### src/rtl/mmio_uart_tx_pkg.sv
// Shared definitions for the MMIO UART transmitter: status bit layout,
// xbar decode address, FSM state encoding and the baud divisor helper.
package mmio_uart_tx_pkg;

    // Bit positions inside the 32-bit status word
    localparam int STAT_FULL = 0;
    localparam int STAT_BUSY = 1;
    localparam int STAT_OVF  = 2;

    // Word address of the UART slave port as decoded by mmio_xbar
    localparam logic [29:0] UART_MMIO_WADDR = 30'h0000_0041;

    typedef enum logic [1:0] {
        ST_IDLE  = 2'd0,
        ST_START = 2'd1,
        ST_DATA  = 2'd2,
        ST_STOP  = 2'd3
    } uart_state_e;

    // Clock cycles per bit, rounded to nearest
    function automatic int baud_div(input int clk_freq, input int baud);
        return (clk_freq + baud / 2) / baud;
    endfunction

endpackage

### src/rtl/sync_fifo.sv
// Single-clock FIFO with registered occupancy count. Writes into a full FIFO
// and reads from an empty FIFO are ignored. DEPTH must be a power of two so
// the pointers wrap naturally.
module sync_fifo
    import mmio_uart_tx_pkg::*;
#(
    parameter int WIDTH = 8,
    parameter int DEPTH = 4
) (
    input  logic                     clk,
    input  logic                     rst,
    input  logic                     push,
    input  logic                     pop,
    input  logic [WIDTH-1:0]         wdata,
    output logic [WIDTH-1:0]         rdata,
    output logic                     full,
    output logic                     empty,
    output logic [$clog2(DEPTH):0]   count
);

    localparam int AW = $clog2(DEPTH);

    logic [WIDTH-1:0] mem [DEPTH];
    logic [AW-1:0]    wr_ptr;
    logic [AW-1:0]    rd_ptr;
    logic [AW:0]      cnt;
    logic             do_push;
    logic             do_pop;

    assign full    = (cnt == (AW+1)'(DEPTH));
    assign empty   = (cnt == '0);
    assign count   = cnt;
    assign do_push = push && !full;
    assign do_pop  = pop && !empty;
    assign rdata   = mem[rd_ptr];

    // Pointer and occupancy bookkeeping; simultaneous push/pop leaves count unchanged
    always_ff @(posedge clk) begin
        if (rst) begin
            wr_ptr <= '0;
            rd_ptr <= '0;
            cnt    <= '0;
        end else begin
            if (do_push) wr_ptr <= wr_ptr + AW'(1);
            if (do_pop)  rd_ptr <= rd_ptr + AW'(1);
            case ({do_push, do_pop})
                2'b10:   cnt <= cnt + (AW+1)'(1);
                2'b01:   cnt <= cnt - (AW+1)'(1);
                default: cnt <= cnt;
            endcase
        end
    end

    // Storage array; contents are don't-care until written, so no reset
    always_ff @(posedge clk) begin
        if (do_push) mem[wr_ptr] <= wdata;
    end

endmodule

### src/rtl/mmio_uart_tx.sv
// MMIO UART transmitter: CPU pushes bytes into a small FIFO, an FSM drains
// it as back-to-back 8N1 frames on o_tx. Status word goes to the xbar
// read-data mux.
module mmio_uart_tx
    import mmio_uart_tx_pkg::*;
#(
    parameter int CLK_FREQ   = 50_000_000,
    parameter int BAUD       = 115_200,
    parameter int FIFO_DEPTH = 4
) (
    input  logic        clk,
    input  logic        rst,
    input  logic [7:0]  i_wdata,
    input  logic        i_we,
    input  logic        i_clr_ovf,
    output logic [31:0] o_status,
    output logic        o_tx
);

    localparam int DIV = baud_div(CLK_FREQ, BAUD);
    localparam int BW  = $clog2(DIV);
    localparam int CW  = $clog2(FIFO_DEPTH) + 1;
    localparam logic [BW-1:0] BAUD_LAST = BW'(DIV - 1);

    uart_state_e   state_q, state_nx;
    logic [BW-1:0] baud_q, baud_nx;
    logic [2:0]    bit_q, bit_nx;
    logic [7:0]    shift_q, shift_nx;
    logic          tx_q, tx_nx;
    logic          ovf_q;
    logic          pop;
    logic          bit_done;
    logic          busy;

    logic [7:0]    fifo_rdata;
    logic          fifo_full;
    logic          fifo_empty;
    logic [CW-1:0] fifo_count;

    sync_fifo #(
        .WIDTH (8),
        .DEPTH (FIFO_DEPTH)
    ) u_fifo (
        .clk   (clk),
        .rst   (rst),
        .push  (i_we),
        .pop   (pop),
        .wdata (i_wdata),
        .rdata (fifo_rdata),
        .full  (fifo_full),
        .empty (fifo_empty),
        .count (fifo_count)
    );

    assign bit_done = (baud_q == BAUD_LAST);
    assign busy     = (state_q != ST_IDLE) || (fifo_count != '0);
    assign o_tx     = tx_q;

    // Next-state, baud/bit counters, shifter and next line level
    always_comb begin
        state_nx = state_q;
        baud_nx  = baud_q;
        bit_nx   = bit_q;
        shift_nx = shift_q;
        tx_nx    = tx_q;
        pop      = 1'b0;
        case (state_q)
            ST_IDLE: begin
                tx_nx   = 1'b1;
                baud_nx = '0;
                bit_nx  = '0;
                if (!fifo_empty) begin
                    pop      = 1'b1;
                    shift_nx = fifo_rdata;
                    state_nx = ST_START;
                    tx_nx    = 1'b0;
                end
            end
            ST_START: begin
                if (bit_done) begin
                    baud_nx  = '0;
                    bit_nx   = '0;
                    state_nx = ST_DATA;
                    tx_nx    = shift_q[0];
                end else begin
                    baud_nx = baud_q + BW'(1);
                end
            end
            ST_DATA: begin
                if (bit_done) begin
                    baud_nx = '0;
                    bit_nx  = bit_q + 3'd1;
                    if (bit_q == 3'd7) begin
                        state_nx = ST_STOP;
                        tx_nx    = 1'b1;
                    end else begin
                        // Next bit is shift_q[1] once the register shifts right
                        shift_nx = shift_q >> 1;
                        tx_nx    = shift_q[1];
                    end
                end else begin
                    baud_nx = baud_q + BW'(1);
                end
            end
            ST_STOP: begin
                if (bit_done) begin
                    baud_nx = '0;
                    // Chain straight into the next frame when data is waiting
                    if (!fifo_empty) begin
                        pop      = 1'b1;
                        shift_nx = fifo_rdata;
                        state_nx = ST_START;
                        tx_nx    = 1'b0;
                    end else begin
                        state_nx = ST_IDLE;
                        tx_nx    = 1'b1;
                    end
                end else begin
                    baud_nx = baud_q + BW'(1);
                end
            end
            default: begin
                state_nx = ST_IDLE;
                tx_nx    = 1'b1;
                baud_nx  = '0;
                bit_nx   = '0;
            end
        endcase
    end

    // Control registers; reset aborts any frame and idles the line high
    always_ff @(posedge clk) begin
        if (rst) begin
            state_q <= ST_IDLE;
            baud_q  <= '0;
            bit_q   <= '0;
            tx_q    <= 1'b1;
        end else begin
            state_q <= state_nx;
            baud_q  <= baud_nx;
            bit_q   <= bit_nx;
            tx_q    <= tx_nx;
        end
    end

    // Shift register holds payload only; its value is irrelevant outside a frame
    always_ff @(posedge clk) begin
        shift_q <= shift_nx;
    end

    // Sticky overflow: a dropped write wins over a simultaneous clear
    always_ff @(posedge clk) begin
        if (rst) begin
            ovf_q <= 1'b0;
        end else if (i_we && fifo_full) begin
            ovf_q <= 1'b1;
        end else if (i_clr_ovf) begin
            ovf_q <= 1'b0;
        end
    end

    // Status word assembly for the xbar read mux
    always_comb begin
        o_status            = '0;
        o_status[STAT_FULL] = fifo_full;
        o_status[STAT_BUSY] = busy;
        o_status[STAT_OVF]  = ovf_q;
    end

endmodule

### config.mk
export PLATFORM = sky130hd
export DESIGN_NAME = mmio_uart_tx
export DESIGN_NICKNAME = d
export VERILOG_FILES = /design/src/rtl/mmio_uart_tx_pkg.sv /design/src/rtl/sync_fifo.sv /design/src/rtl/mmio_uart_tx.sv
export SDC_FILE = /design/constraint.sdc
export NUM_CORES = 1
export LEC_CHECK = 0
export CAP_MARGIN = 5
export CELL_PAD_IN_SITES_DETAIL_PLACEMENT = 1
export CELL_PAD_IN_SITES_GLOBAL_PLACEMENT = 2
export CORE_MARGIN = 3
export CORE_UTILIZATION = 35
export CTS_BUF_LIST = sky130_fd_sc_hd__clkbuf_4 sky130_fd_sc_hd__clkbuf_8
export CTS_CLUSTER_SIZE = 14
export DETAILED_ROUTE_END_ITERATION = 12
export GPL_ROUTABILITY_DRIVEN = 0
export PLACE_DENSITY = 0.75
export SLEW_MARGIN = 20
export SYNTH_ARGS = -nofsm -noshare
export SYNTH_HDL_FRONTEND = slang
export SYNTH_SLANG_ARGS = --single-unit
### constraint.sdc
create_clock -name clk -period 5.9 [get_ports clk]
set_input_delay 1.18 -clock clk [delete_from_list [all_inputs] [get_ports clk]]
set_output_delay 1.18 -clock clk [all_outputs]
set_load 0.005 [all_outputs]
---- Yosys cells after proc, flatten, opt, wreduce, memory -nomap -nowiden ----
Memories as Yosys holds them, arrays and structs flattened. A register that Yosys moved wholly into a read port is not among the register bits.
Index checks and enable logic that the tools add are counted.
storage, ports and cells
  memories ................................ 1
  bits in writable memories ............... 32
  logic and storage cells ................. 82
  register bits ........................... 31
operators by class
  $add $sub $neg .......................... 6
  equality and inequality tests ........... 14
  mux-type cells .......................... 33
  reduce and logical (&&, ||, !) cells .... 19
memories
  memory      words  width  rd ports  clocked after Yosys merged registers in  wr ports  line             text
  u_fifo.mem  4      8      1         1                                        1         sync_fifo.sv:23  logic [WIDTH-1:0] mem [DEPTH];
operator list
  operator             count
  $mux 8               4
  $pmux 8 s3           1
  $pmux 9 s2           1
  $mux 2               7
  $mux 1               12
  $ne 2x2->1 const B   6
  $add 9x1->9 const B  1
  $eq 9x9->1 const B   1
  $mux 9               1
  $pmux 3 s3           1
  $reduce_bool 3->1    3
  $pmux 2 s4           1
  $add 3x1->3 const B  2
  $eq 2x2->1 const B   3
  $eq 3x3->1 const B   2
  $mux 3               2
  $pmux 3 s2           1
  $reduce_and 3->1     2
  $reduce_bool 2->1    3
  $reduce_and 5->1     1
  $add 2x1->2 const B  2
  $eq 2x1->1 const B   2
  $pmux 1 s4           1
  $reduce_and 4->1     1
  8 further kinds      11

---- Depth between registers and ports, before layout ----
Gate-level depths: netlist of the first run.
  word-level depth ........................ 7
  gate-level depth with buffers ........... 11

---- Modules after synthesis ----
Synthesis of the first run repeated with hierarchy kept, for this count alone.
unflattened totals
  cell total of the unflattened synthesis .. 250
  area total of the unflattened synthesis .. 3136.8 sq um
modules (own cells, without submodules)
  module        area an instance (sq um)  seq. area each (sq um)  instances  cells an instance
  sync_fifo     1635.3                    1141.1                  1          96
  mmio_uart_tx  1501.4                    560.5                   1          154

---- Least setup slack after synthesis of the first run ----
No wires, ideal clock.
  path type ............................... input to register
  start ................................... in i_we
  end ..................................... reg u_fifo.cnt[2], in the netlist u_fifo.count[2]
  data arrival time ....................... 2.541 ns
  data required time ...................... 5.829 ns
  setup slack ............................. 3.289 ns
  library setup time ...................... 0.071 ns
  stages .................................. 8
  cell sequence ........................... and2_1 -> inv_1 -> ha_1 -> inv_1 -> fa_1 -> xor2_1 -> or3_1 -> a21oi_1
on the way
  longest elaborated chain between the ends .. 3
  elaborated cells between the ends (all ways) .. 5
RTL lines
  what                                             line                text
  from (decl)                                      mmio_uart_tx.sv:14  input logic i_we,
  $logic_and 1x1->1 *                              sync_fifo.sv:33     assign do_push = push && !full;
  $eq 2x1->1 or $eq 2x2->1 (tied branches)         sync_fifo.sv:46     case ({do_push, do_pop})
  $pmux 3 s2 or $reduce_bool 2->1 (tied branches)  --
  to (signal assigned)                             sync_fifo.sv:47     2'b10: cnt <= cnt + (AW+1)'(1);
  to (signal assigned)                             sync_fifo.sv:48     2'b01: cnt <= cnt - (AW+1)'(1);
  to (signal assigned)                             sync_fifo.sv:49     default: cnt <= cnt;
  to (decl)                                        sync_fifo.sv:26     logic [AW:0] cnt;
Every way passes the cells marked *; elsewhere a longest branch is shown, timed or not.
A chain may end at the register's enable or synchronous reset.

---- Worst setup path after layout of the first run ----
  start ................................... reg u_fifo.cnt[0], in the netlist u_fifo.count[0]
  end ..................................... out o_status[1]
on the way
  longest elaborated chain between the ends .. 2
RTL lines
  what               line                text
  $reduce_bool 3->1  mmio_uart_tx.sv:56  assign busy = (state_q != ST_IDLE) || (fifo_count != '0);
  $logic_or 1x1->1   mmio_uart_tx.sv:56
  to (decl)          mmio_uart_tx.sv:16  output logic [31:0] o_status,
No other way between the ends.

==> impl_metrics.tcl, run 1 <==
set metrics [dict create \
    finalCritPeriodShare_pct 50.7 \
    critical_path.top_delay_family "simple AND/OR/NAND/NOR gates" \
    rsz0062_at_grt "false" \
    detailed_place_hpwl_um 3820 \
    max_cap_viol_count 0 \
    syn_to_final_growth_pct 9.43 \
    wl_per_cell_um 14.2 \
    async_flop_share_pct 0 \
    ys.flop_type "edfxtp_1" \
    hold_depth 1 \
    synth_area_leaders "edfxtp_1, dfxtp_1, buf_4" \
    nets 296 \
    cp_slowest_cell "nor3_2" \
    ys_seq_elements 65 \
    dpl_cell_area_um2 3240 \
    required_ns 4.72 \
    fin_tns_setup_ns 0 \
    cp-start-kind "flip-flop" \
    maxSlewViolCount 0 \
    worst_pin_slew_ns 1.02 \
    htreeDepth 3 \
    yosysSeqAreaShare_pct 54.3 \
    min_period_ns 2.99 \
    overflow 0 \
    cp_data_arrival_time_ns 1.81 \
    synth_most_common_cell "edfxtp_1" \
    drc_errors 0 \
    netlist_instances 253 \
    path_clk_slew_ns 0.08 \
    postRouteAntennaNets 0 \
    antenna_cells 0 \
    cts_buffers 9 \
    cts_hold_repair.buffers 0 \
    die-area_um2 10100 \
    clockBufferDepth 2 \
    start_util_pct 37.0 \
    fin_hold_ws_ns 0.475 \
    clkSinkCount 65 \
    synth_top_area_share_pct 38.4 \
    final_area_um2 3430 \
    worstSetupPathType "reg -> out" \
    ios 45 \
    syn-cell-area_um2 3130 \
    yosys.area.top_type "edfxtp_1" \
    insertion_delay_ns 0.34 \
    grt_pass1_wl_um 8990 \
    drt-pass1-iter-count 4 \
    finClkSkew_ns 0.0109 \
    leakage_nw 1.27 \
    max_slew_margin_pct 31.1 \
    path_cells "nor3_2 -> nand2_1 -> clkdlybuf4s50_1" \
    rows 33 \
    die_h_um 101 \
    cts_root_buf "clkbuf_8" \
    ctsResizeCount 0 \
    drt_wl_total_um 5360 \
    hold_viol 0 \
    status "finished clean" \
    dieWidth_um 101 \
    grt_usage_pct 11.4 \
    peakVddDrop_v 0.000153 \
    core_area_um2 8460 \
    synth_cell_types 45 \
    vias 1778 \
    cp-end-kind "output pin" \
    antenna_found_initial 0 \
    ff2ff_path_depth 10 \
    cp_slowest_stage_delay_ns 0.52 \
    cp.depth 3 \
    synthTopCellsByCount "edfxtp_1, buf_4, dfxtp_1, nor2_1, ha_1" \
    initialDrtViolationCount 33 \
    viasPerCell 4.70 \
    cp_num_buf_inv 1 \
    synth-edff-count 40 \
    grt_pass1_vias 1870 \
    drive_gt1_share_pct 11.4 \
    grt_start_max_net_pins 20 \
    yosys_warnings 0 \
    setup_viol 0 \
    io_buffers 15 \
    tritoncts "done" \
    worst-path-max-fanout 8 \
    power_density_nw_per_um2 435 \
    reg2reg_setup_slack_ns 3.27 \
    clock.fmax_ghz 0.334 \
    cts_setup_buffers 0 \
    avgSynthCellArea_um2 12.4 \
    hp-class "reg -> reg" \
]
-- layout by cell type, fill, tap and decap left out, types with 5 or more instances in the layout --
cell	Yosys	final
dfxtp_1	25	25
nand2_1	9	9
and3_1	5	5
nand3_1	5	5
nor2_1	22	22
conb_1	1	29
inv_1	12	12
clkdlybuf4s50_1	0	15
edfxtp_1	40	40
mux4_2	8	8
a21oi_1	10	10
clkbuf_8	0	9
ha_1	15	15
a22o_1	7	7
xnor2_1	7	7
-- worst paths after layout --
path,startpoint,endpoint
worst max-delay path,u_fifo.count[0],o_status[1]
worst min-delay path,o_tx,o_tx
worst max register to register,baud_q[0],u_fifo.count[2]
worst min register to register,o_tx,o_tx
-- sequential cells by signal, indices dropped and copies added, names as in the netlist, named ones only --
signal         count
bit_q              3
ovf_q              1
u_fifo.wr_ptr      2
u_fifo.mem        32
state_q            2
u_fifo.count       3
o_tx               1
baud_q             9
shift_q            8
u_fifo.rd_ptr      2
-- kinds of logic after synthesis --
kind of cell | Yosys count | synth area share (%)
AOI/OAI and AO/OA | 32 | 7.31
xor gates and xnor gates | 11 | 3.08
adders and majority gates | 16 | 6.63
buffers and inverters | 51 | 10.2
DFF | 65 | 54.3
muxes | 12 | 7.15
other | 1 | 0.120
and+or+nand+nor | 65 | 11.1
-- layer usage --
metal  vias to the layer above  GRT usage (%)  wire (um)
met3                         2           3.94        228
met5                         -              0          0
met2                        34           17.7       2520
met4                         0           3.73         25
li1                        876              -          -
met1                       866           15.1       2590
-- stage by stage --
stage	utilization (%)	total power, mW	setup WS (ns)	cells
floorplan	-	1.04	3.29	281
global placement	38.3	1.14	2.71	362
detailed placement	38.3	1.15	2.67	362
CTS	40.5	1.51	2.85	378
global route	40.5	1.60	2.68	378
finish	40.5	1.49	2.91	378
-- power by group --
group,internal [mW],switching [mW]
sequential,0.593,0.0558
combinational,0.219,0.274
clock,0.160,0.190
total,0.971,0.520
-- final cells by class --
cell class | instances | area, um2
Fill cell | 899 | 5040
Clock inverter | 7 | 60.1
Multi-Input combinational cell | 165 | 1210
Tap cell | 105 | 131
Sequential cell | 65 | 1700
Timing Repair Buffer | 15 | 150
Inverter | 12 | 45.0
Clock buffer | 9 | 124
Note: power is estimated with default switching activity, not from simulation.
==> run 2: changes to the inputs <==
--- a/config.mk
+++ b/config.mk
@@ -9,12 +9,12 @@
 export CELL_PAD_IN_SITES_DETAIL_PLACEMENT = 1
 export CELL_PAD_IN_SITES_GLOBAL_PLACEMENT = 2
 export CORE_MARGIN = 3
-export CORE_UTILIZATION = 35
+export CORE_UTILIZATION = 34
 export CTS_BUF_LIST = sky130_fd_sc_hd__clkbuf_4 sky130_fd_sc_hd__clkbuf_8
 export CTS_CLUSTER_SIZE = 14
 export DETAILED_ROUTE_END_ITERATION = 12
 export GPL_ROUTABILITY_DRIVEN = 0
-export PLACE_DENSITY = 0.75
+export PLACE_DENSITY = 0.76
 export SLEW_MARGIN = 20
 export SYNTH_ARGS = -nofsm -noshare
 export SYNTH_HDL_FRONTEND = slang
==> constraint.sdc (replaced) <==
create_clock -name clk -period 2.7 [get_ports clk]
set_input_delay 0.54 -clock clk [delete_from_list [all_inputs] [get_ports clk]]
set_output_delay 0.54 -clock clk [all_outputs]
set_load 0.005 [all_outputs]
==> run 2 against run 1 <==
- routed wire length up 5.6%
- global-route usage up 0.13 points
- setup slack worse by 2.8 ns
==> impl_metrics.tcl, run 2 (synthesis results as in run 1) <==
set metrics [dict create \
    vias 1780 \
    tritoncts "done" \
    antenna_found_initial 0 \
    cts_buffers 9 \
    die_h_um 102 \
    clock.fmax_ghz 0.389 \
    overflow 0 \
    reg.largest.list "u_fifo.mem x32, baud_q x9, shift_q x8" \
    dp_cells 369 \
    critPathCapture "u_fifo.count[2]" \
    path_cells "inv_1 -> ha_1 -> and4b_2 -> a31oi_2 -> nor3_2 -> ha_2 -> inv_1 -> fa_1 -> xor2_1 -> or3_1 -> a21oi_1" \
    wl_per_cell_um 14.6 \
    regArea_um2 1700 \
    grt_pass1_wl_um 9290 \
    final_area_um2 3550 \
    status "finished clean" \
    drt_wl_total_um 5660 \
    cp-start-kind "flip-flop" \
    finalCritPeriodShare_pct 95.1 \
    drt-pass1-iter-count 4 \
    cp_slowest_stage_delay_ns 0.36 \
    start_util_pct 35.4 \
    peakVddDrop_v 0.000443 \
    top_usage_layer "met2" \
    largest_reg_flops 32 \
    timing.final.ws_setup_ns 0.132 \
    fillerInstances 965 \
    max_slew_margin_pct 30.5 \
    detailed_place_hpwl_um 4070 \
    cp_common_cell "inv_1" \
    maxSlewViolCount 0 \
    viasPerCell 4.60 \
    insertion_delay_ns 0.34 \
    grt_start_max_net_pins 15 \
    regMostFlops "u_fifo.mem" \
    clkSinkCount 65 \
    grt_pass1_vias 1855 \
    reg2reg_setup_slack_ns 0.13 \
    post-place-ws_ns 0.176 \
    layout_common_cells "edfxtp_1, conb_1, dfxtp_1, nor2_1, clkdlybuf4s50_1" \
    min_period_ns 2.57 \
    setup_viol 0 \
    dpl_cell_area_um2 3280 \
    ff2ff_path_depth 11 \
    max_cap_viol_count 0 \
    syn_to_final_growth_pct 13.3 \
    drc_errors 0 \
    postRouteAntennaNets 0 \
    fin_tns_setup_ns 0 \
    required_ns 2.97 \
    path_clk_slew_ns 0.08 \
    cp-end-kind "flip-flop" \
    die-area_um2 10400 \
    hold_viol 0 \
    initialDrtViolationCount 34 \
    grt_usage_pct 11.6 \
    cp_data_arrival_time_ns 2.84 \
    reg2reg_from "baud_q[1]" \
    worstSetupPathType "reg -> reg" \
    met3_usage_pct 2.73 \
    io_buffers 15 \
    multiInputGateArea_um2 1220 \
    htreeDepth 3 \
    rows 34 \
    drive_gt1_share_pct 15.1 \
    dieWidth_um 102 \
    worst_pin_slew_ns 1.03 \
    layout_commonest_cell "edfxtp_1" \
    leakage_nw 1.33 \
    hp-class "reg -> reg" \
    cp-startpoint "baud_q[1]" \
    cts_root_buf "clkbuf_8" \
    power_density_nw_per_um2 1010 \
    r2r_end "u_fifo.count[2]" \
    ios 45 \
    antenna_cells 0 \
    finClkSkew_ns 0.00920 \
    worst-path-max-fanout 4 \
    nets 302 \
    clockBufferDepth 2 \
    stdcell_count 387 \
    use_met2_pct 18.3 \
    grtUsageMet1_pct 15.3 \
    cts_hold_repair.buffers 0 \
    cp_slowest_cell "fa_1" \
    core_area_um2 8850 \
]
run 2: cell types whose count changed in the layout (fill, tap and decap cells not counted), sizes merged:
cell,previous run,this run
buf,0,6
bufinv,0,3
clkinv,2,1
inv,16,14
run 2: power breakdown:
group	internal, mW	total, mW	switching (mW)	leakage, nW
logic	0.513	1.13	0.620	0.630
clock network	0.621	1.02	0.399	0.120
registers	1.30	1.42	0.122	0.576
total	2.43	3.57	1.14	1.33
run 2: worst min-delay path by stage:
stage               startpoint        end  slack (ns)  cells after the start
floorplan            baud_q[0]  baud_q[0]        0.44                      1
global placement          o_tx       o_tx        0.45                      1
detailed placement        o_tx       o_tx        0.46                      1
CTS                       o_tx       o_tx        0.48                      1
global route         baud_q[0]  baud_q[0]        0.48                      1
finish               baud_q[0]  baud_q[0]        0.44                      1
run 2: final cells by class:
class	count	area share [%]
Tap cell	108	3.81
Multi-Input combinational cell	165	34.4
Inverter	12	1.27
Timing Repair Buffer	21	5.50
Clock buffer	9	3.49
Sequential cell	65	48.0
Clock inverter	7	3.49
run 2: worst max-delay path: cells and delay by family (launching register included):
kind / cells / cell delay [ns]
DFF: 1 / 0.34
adders and majority gates: 3 / 0.74
and+or+nand+nor: 3 / 0.89
buffers and inverters: 2 / 0.10
AOI/OAI and AO/OA: 2 / 0.26
xor gates and xnor gates: 1 / 0.16
run 2: what timing repair did:
| item | in CTS | in global routing |
|---|---|---|
| gates resized for setup | 0 | 5 |
| buffers inserted | 0 | 2 |
| endpoints found under the setup margin | 0 | 1 |
run 2: layer usage:
metal	vias to the layer above	wire (um)
met3	9	160
li1	884	-
met5	-	0
met1	858	2640
met4	0	92
met2	29	2780
run 2: stage by stage:
| step | utilization (%) | hold slack [ns] | total power, mW |
|---|---|---|---|
| floorplan | - | 0.441 | 2.28 |
| global placement | 37.0 | 0.446 | 2.51 |
| detailed placement | 37.0 | 0.457 | 2.55 |
| CTS | 39.8 | 0.475 | 3.59 |
| global route | 40.1 | 0.480 | 3.80 |
| finish | 40.1 | 0.444 | 3.57 |
==> run 3: changes to the inputs <==
--- a/config.mk
+++ b/config.mk
@@ -11,10 +11,12 @@
 export CORE_MARGIN = 3
 export CORE_UTILIZATION = 34
 export CTS_BUF_LIST = sky130_fd_sc_hd__clkbuf_4 sky130_fd_sc_hd__clkbuf_8
+export CTS_CLUSTER_DIAMETER = 150
 export CTS_CLUSTER_SIZE = 14
 export DETAILED_ROUTE_END_ITERATION = 12
 export GPL_ROUTABILITY_DRIVEN = 0
 export PLACE_DENSITY = 0.76
+export SETUP_SLACK_MARGIN = 0.5
 export SLEW_MARGIN = 20
 export SYNTH_ARGS = -nofsm -noshare
 export SYNTH_HDL_FRONTEND = slang
==> constraint.sdc (replaced) <==
create_clock -name clk -period 2.3 [get_ports clk]
set_input_delay 0.46 -clock clk [delete_from_list [all_inputs] [get_ports clk]]
set_output_delay 0.46 -clock clk [all_outputs]
set_load 0.005 [all_outputs]
==> run 3 against run 2 <==
- the run now ends with setup timing left
- cell count grew 8.5%
- setup slack lost 0.17 ns
- hold slack gained 0.023 ns
- via count grew 10%
- final area grew 11%
- clock power is essentially flat
- largest power group is now combinational logic
==> impl_metrics.tcl, run 3 (synthesis results as in run 1) <==
set metrics [dict create \
    status "finished with violations" \
    violations "setup timing" \
    grt_usage_pct 13.1 \
    setup_viol 1 \
    grt_pass1_wl_um 10300 \
    required_ns 2.58 \
    cts_buffers 9 \
    nets 335 \
    vias 1960 \
    largest_reg_flops 32 \
    r2r_end "u_fifo.count[2]" \
    io_buffers 15 \
    antenna_found_initial 0 \
    finClkSkew_ns 0.00863 \
    grt_pass1_vias 2073 \
    clockBufferDepth 2 \
    comb_power_share_pct 44.2 \
    reg2reg_from "baud_q[1]" \
    overflow 0 \
    worst-path-max-fanout 2 \
    cp_num_buf_inv 2 \
    tritoncts "done" \
    regArea_um2 1710 \
    core_area_um2 8850 \
    power_density_nw_per_um2 1220 \
    min_period_ns 2.34 \
    drt-pass1-iter-count 4 \
    clock.fmax_ghz 0.428 \
    max_cap_viol_count 0 \
    dp_cells 390 \
    cts_root_buf "clkbuf_8" \
    antenna_cells 0 \
    multiInputGateArea_um2 1370 \
    wl_per_cell_um 15.6 \
    die-area_um2 10400 \
    htreeDepth 3 \
    postRouteAntennaNets 0 \
    drt_wl_total_um 6570 \
    cp_data_arrival_time_ns 2.62 \
    layout_commonest_cell "edfxtp_1" \
    hold_viol 0 \
    reg.largest.list "u_fifo.mem x32, baud_q x9, shift_q x8" \
    insertion_delay_ns 0.34 \
    viasPerCell 4.67 \
    peakVddDrop_v 0.000554 \
    cts_hold_repair.buffers 0 \
    pwr-share-seq_pct 34.2 \
    drive_gt1_share_pct 31.7 \
    regMostFlops "u_fifo.mem" \
    syn_to_final_growth_pct 25.9 \
    fin_hold_ws_ns 0.467 \
    p_switching_mw 1.63 \
    finalCritPeriodShare_pct 102 \
    cp_slowest_cell "fa_2" \
    timing.final.ws_setup_ns -0.0368 \
    drc_errors 0 \
    critPathCapture "u_fifo.count[2]" \
    cp-startpoint "baud_q[1]" \
    cp-start-kind "flip-flop" \
    cp.depth 11 \
    initialDrtViolationCount 78 \
    critical_path.top_delay_family "simple AND/OR/NAND/NOR gates" \
    ff2ff_path_depth 11 \
    reg2reg_setup_slack_ns -0.04 \
    stdcell_count 420 \
    clkSinkCount 65 \
    power.internal_mw 3.17 \
    path_clk_slew_ns 0.08 \
    clockPowerShare_pct 21.6 \
    maxSlewViolCount 0 \
    layout_common_cells "edfxtp_1, conb_1, buf_4, dfxtp_1, nor2_1" \
    die_h_um 102 \
    fillerInstances 945 \
    cp_slowest_stage_delay_ns 0.35 \
    hp-class "reg -> reg" \
    switching_share_pct 34.0 \
    dieWidth_um 102 \
    rows 34 \
    grt_start_max_net_pins 15 \
    rsz0062_at_grt "true" \
    leakage_nw 1.53 \
    worstSetupPathType "reg -> reg" \
    path_cells "inv_2 -> ha_4 -> and4b_2 -> a31oi_4 -> nor3_4 -> ha_4 -> inv_2 -> fa_2 -> xor2_1 -> or3_1 -> a21oi_1" \
    start_util_pct 35.4 \
    ios 45 \
    cp-end-kind "flip-flop" \
    detailed_place_hpwl_um 4310 \
]
-- run 3: cell types whose count changed in the layout (fill, tap and decap cells not counted), moves of 3 or more --
cell,before,now
dfxtp_1,23,20
nor2_1,22,15
ha_4,0,3
buf_4,6,29
buf_6,0,8
nor2_2,0,7
-- run 3: worst min-delay path by stage --
stage | start | endpoint | depth (start not counted) | slack, ns
global route | o_tx | o_tx | 1 | 0.51
finish | o_tx | o_tx | 1 | 0.47
global placement | o_tx | o_tx | 1 | 0.45
detailed placement | o_tx | o_tx | 1 | 0.45
CTS | o_tx | o_tx | 1 | 0.47
floorplan | baud_q[0] | baud_q[0] | 1 | 0.42
-- run 3: area by class of cell --
cell class                 instances  area share (%)
multi-input combinational        166            34.8
tap                              108            3.43
inverter                          12            1.14
clock inverter                     7            2.16
clock buffer                       9            3.14
timing repair buffer              53            12.0
sequential                        65            43.4
-- run 3: power groups by stage --
| stage | sequential [mW] | combinational (mW) | clock, mW |
|---|---|---|---|
| 6_report | 1.64 | 2.12 | 1.04 |
| 5_1_grt | 1.66 | 2.31 | 1.12 |
| 4_1_cts | 1.64 | 1.88 | 1.06 |
| 3_5_place_dp | 1.65 | 1.59 | 0 |
| 3_3_place_gp | 1.65 | 1.56 | 0 |
| 2_1_floorplan | 1.62 | 1.09 | 0 |
-- run 3: per-stage QoR --
stage	total power [mW]	instance area [um2]	setup TNS (ns)	util (%)	setup slack [ns]
after floorplan	2.72	3260	0	-	0.00482
after global placement	3.21	3460	-0.0409	39.1	-0.0409
after detailed placement	3.25	3460	-0.0899	39.1	-0.0899
after CTS	4.59	3800	-0.00576	43.0	-0.00576
after global routing	5.09	3940	-0.133	44.6	-0.124
final	4.79	3940	-0.0368	44.6	-0.0368
-- run 3: layer usage --
layer	share of wire (%)	vias up	track usage [%]
met5	0	-	0
met4	1.9	0	6.56
met3	2.9	11	2.87
met2	50	37	21.7
met1	45	959	16.2
li1	-	953	-
-- run 3: what timing repair did --
item	4_1_cts	5_1_grt
setup buffers	8	5
resized for setup	19	26
pin swaps	4	8
cloned	0	1
endpoints found under the setup margin	22	26
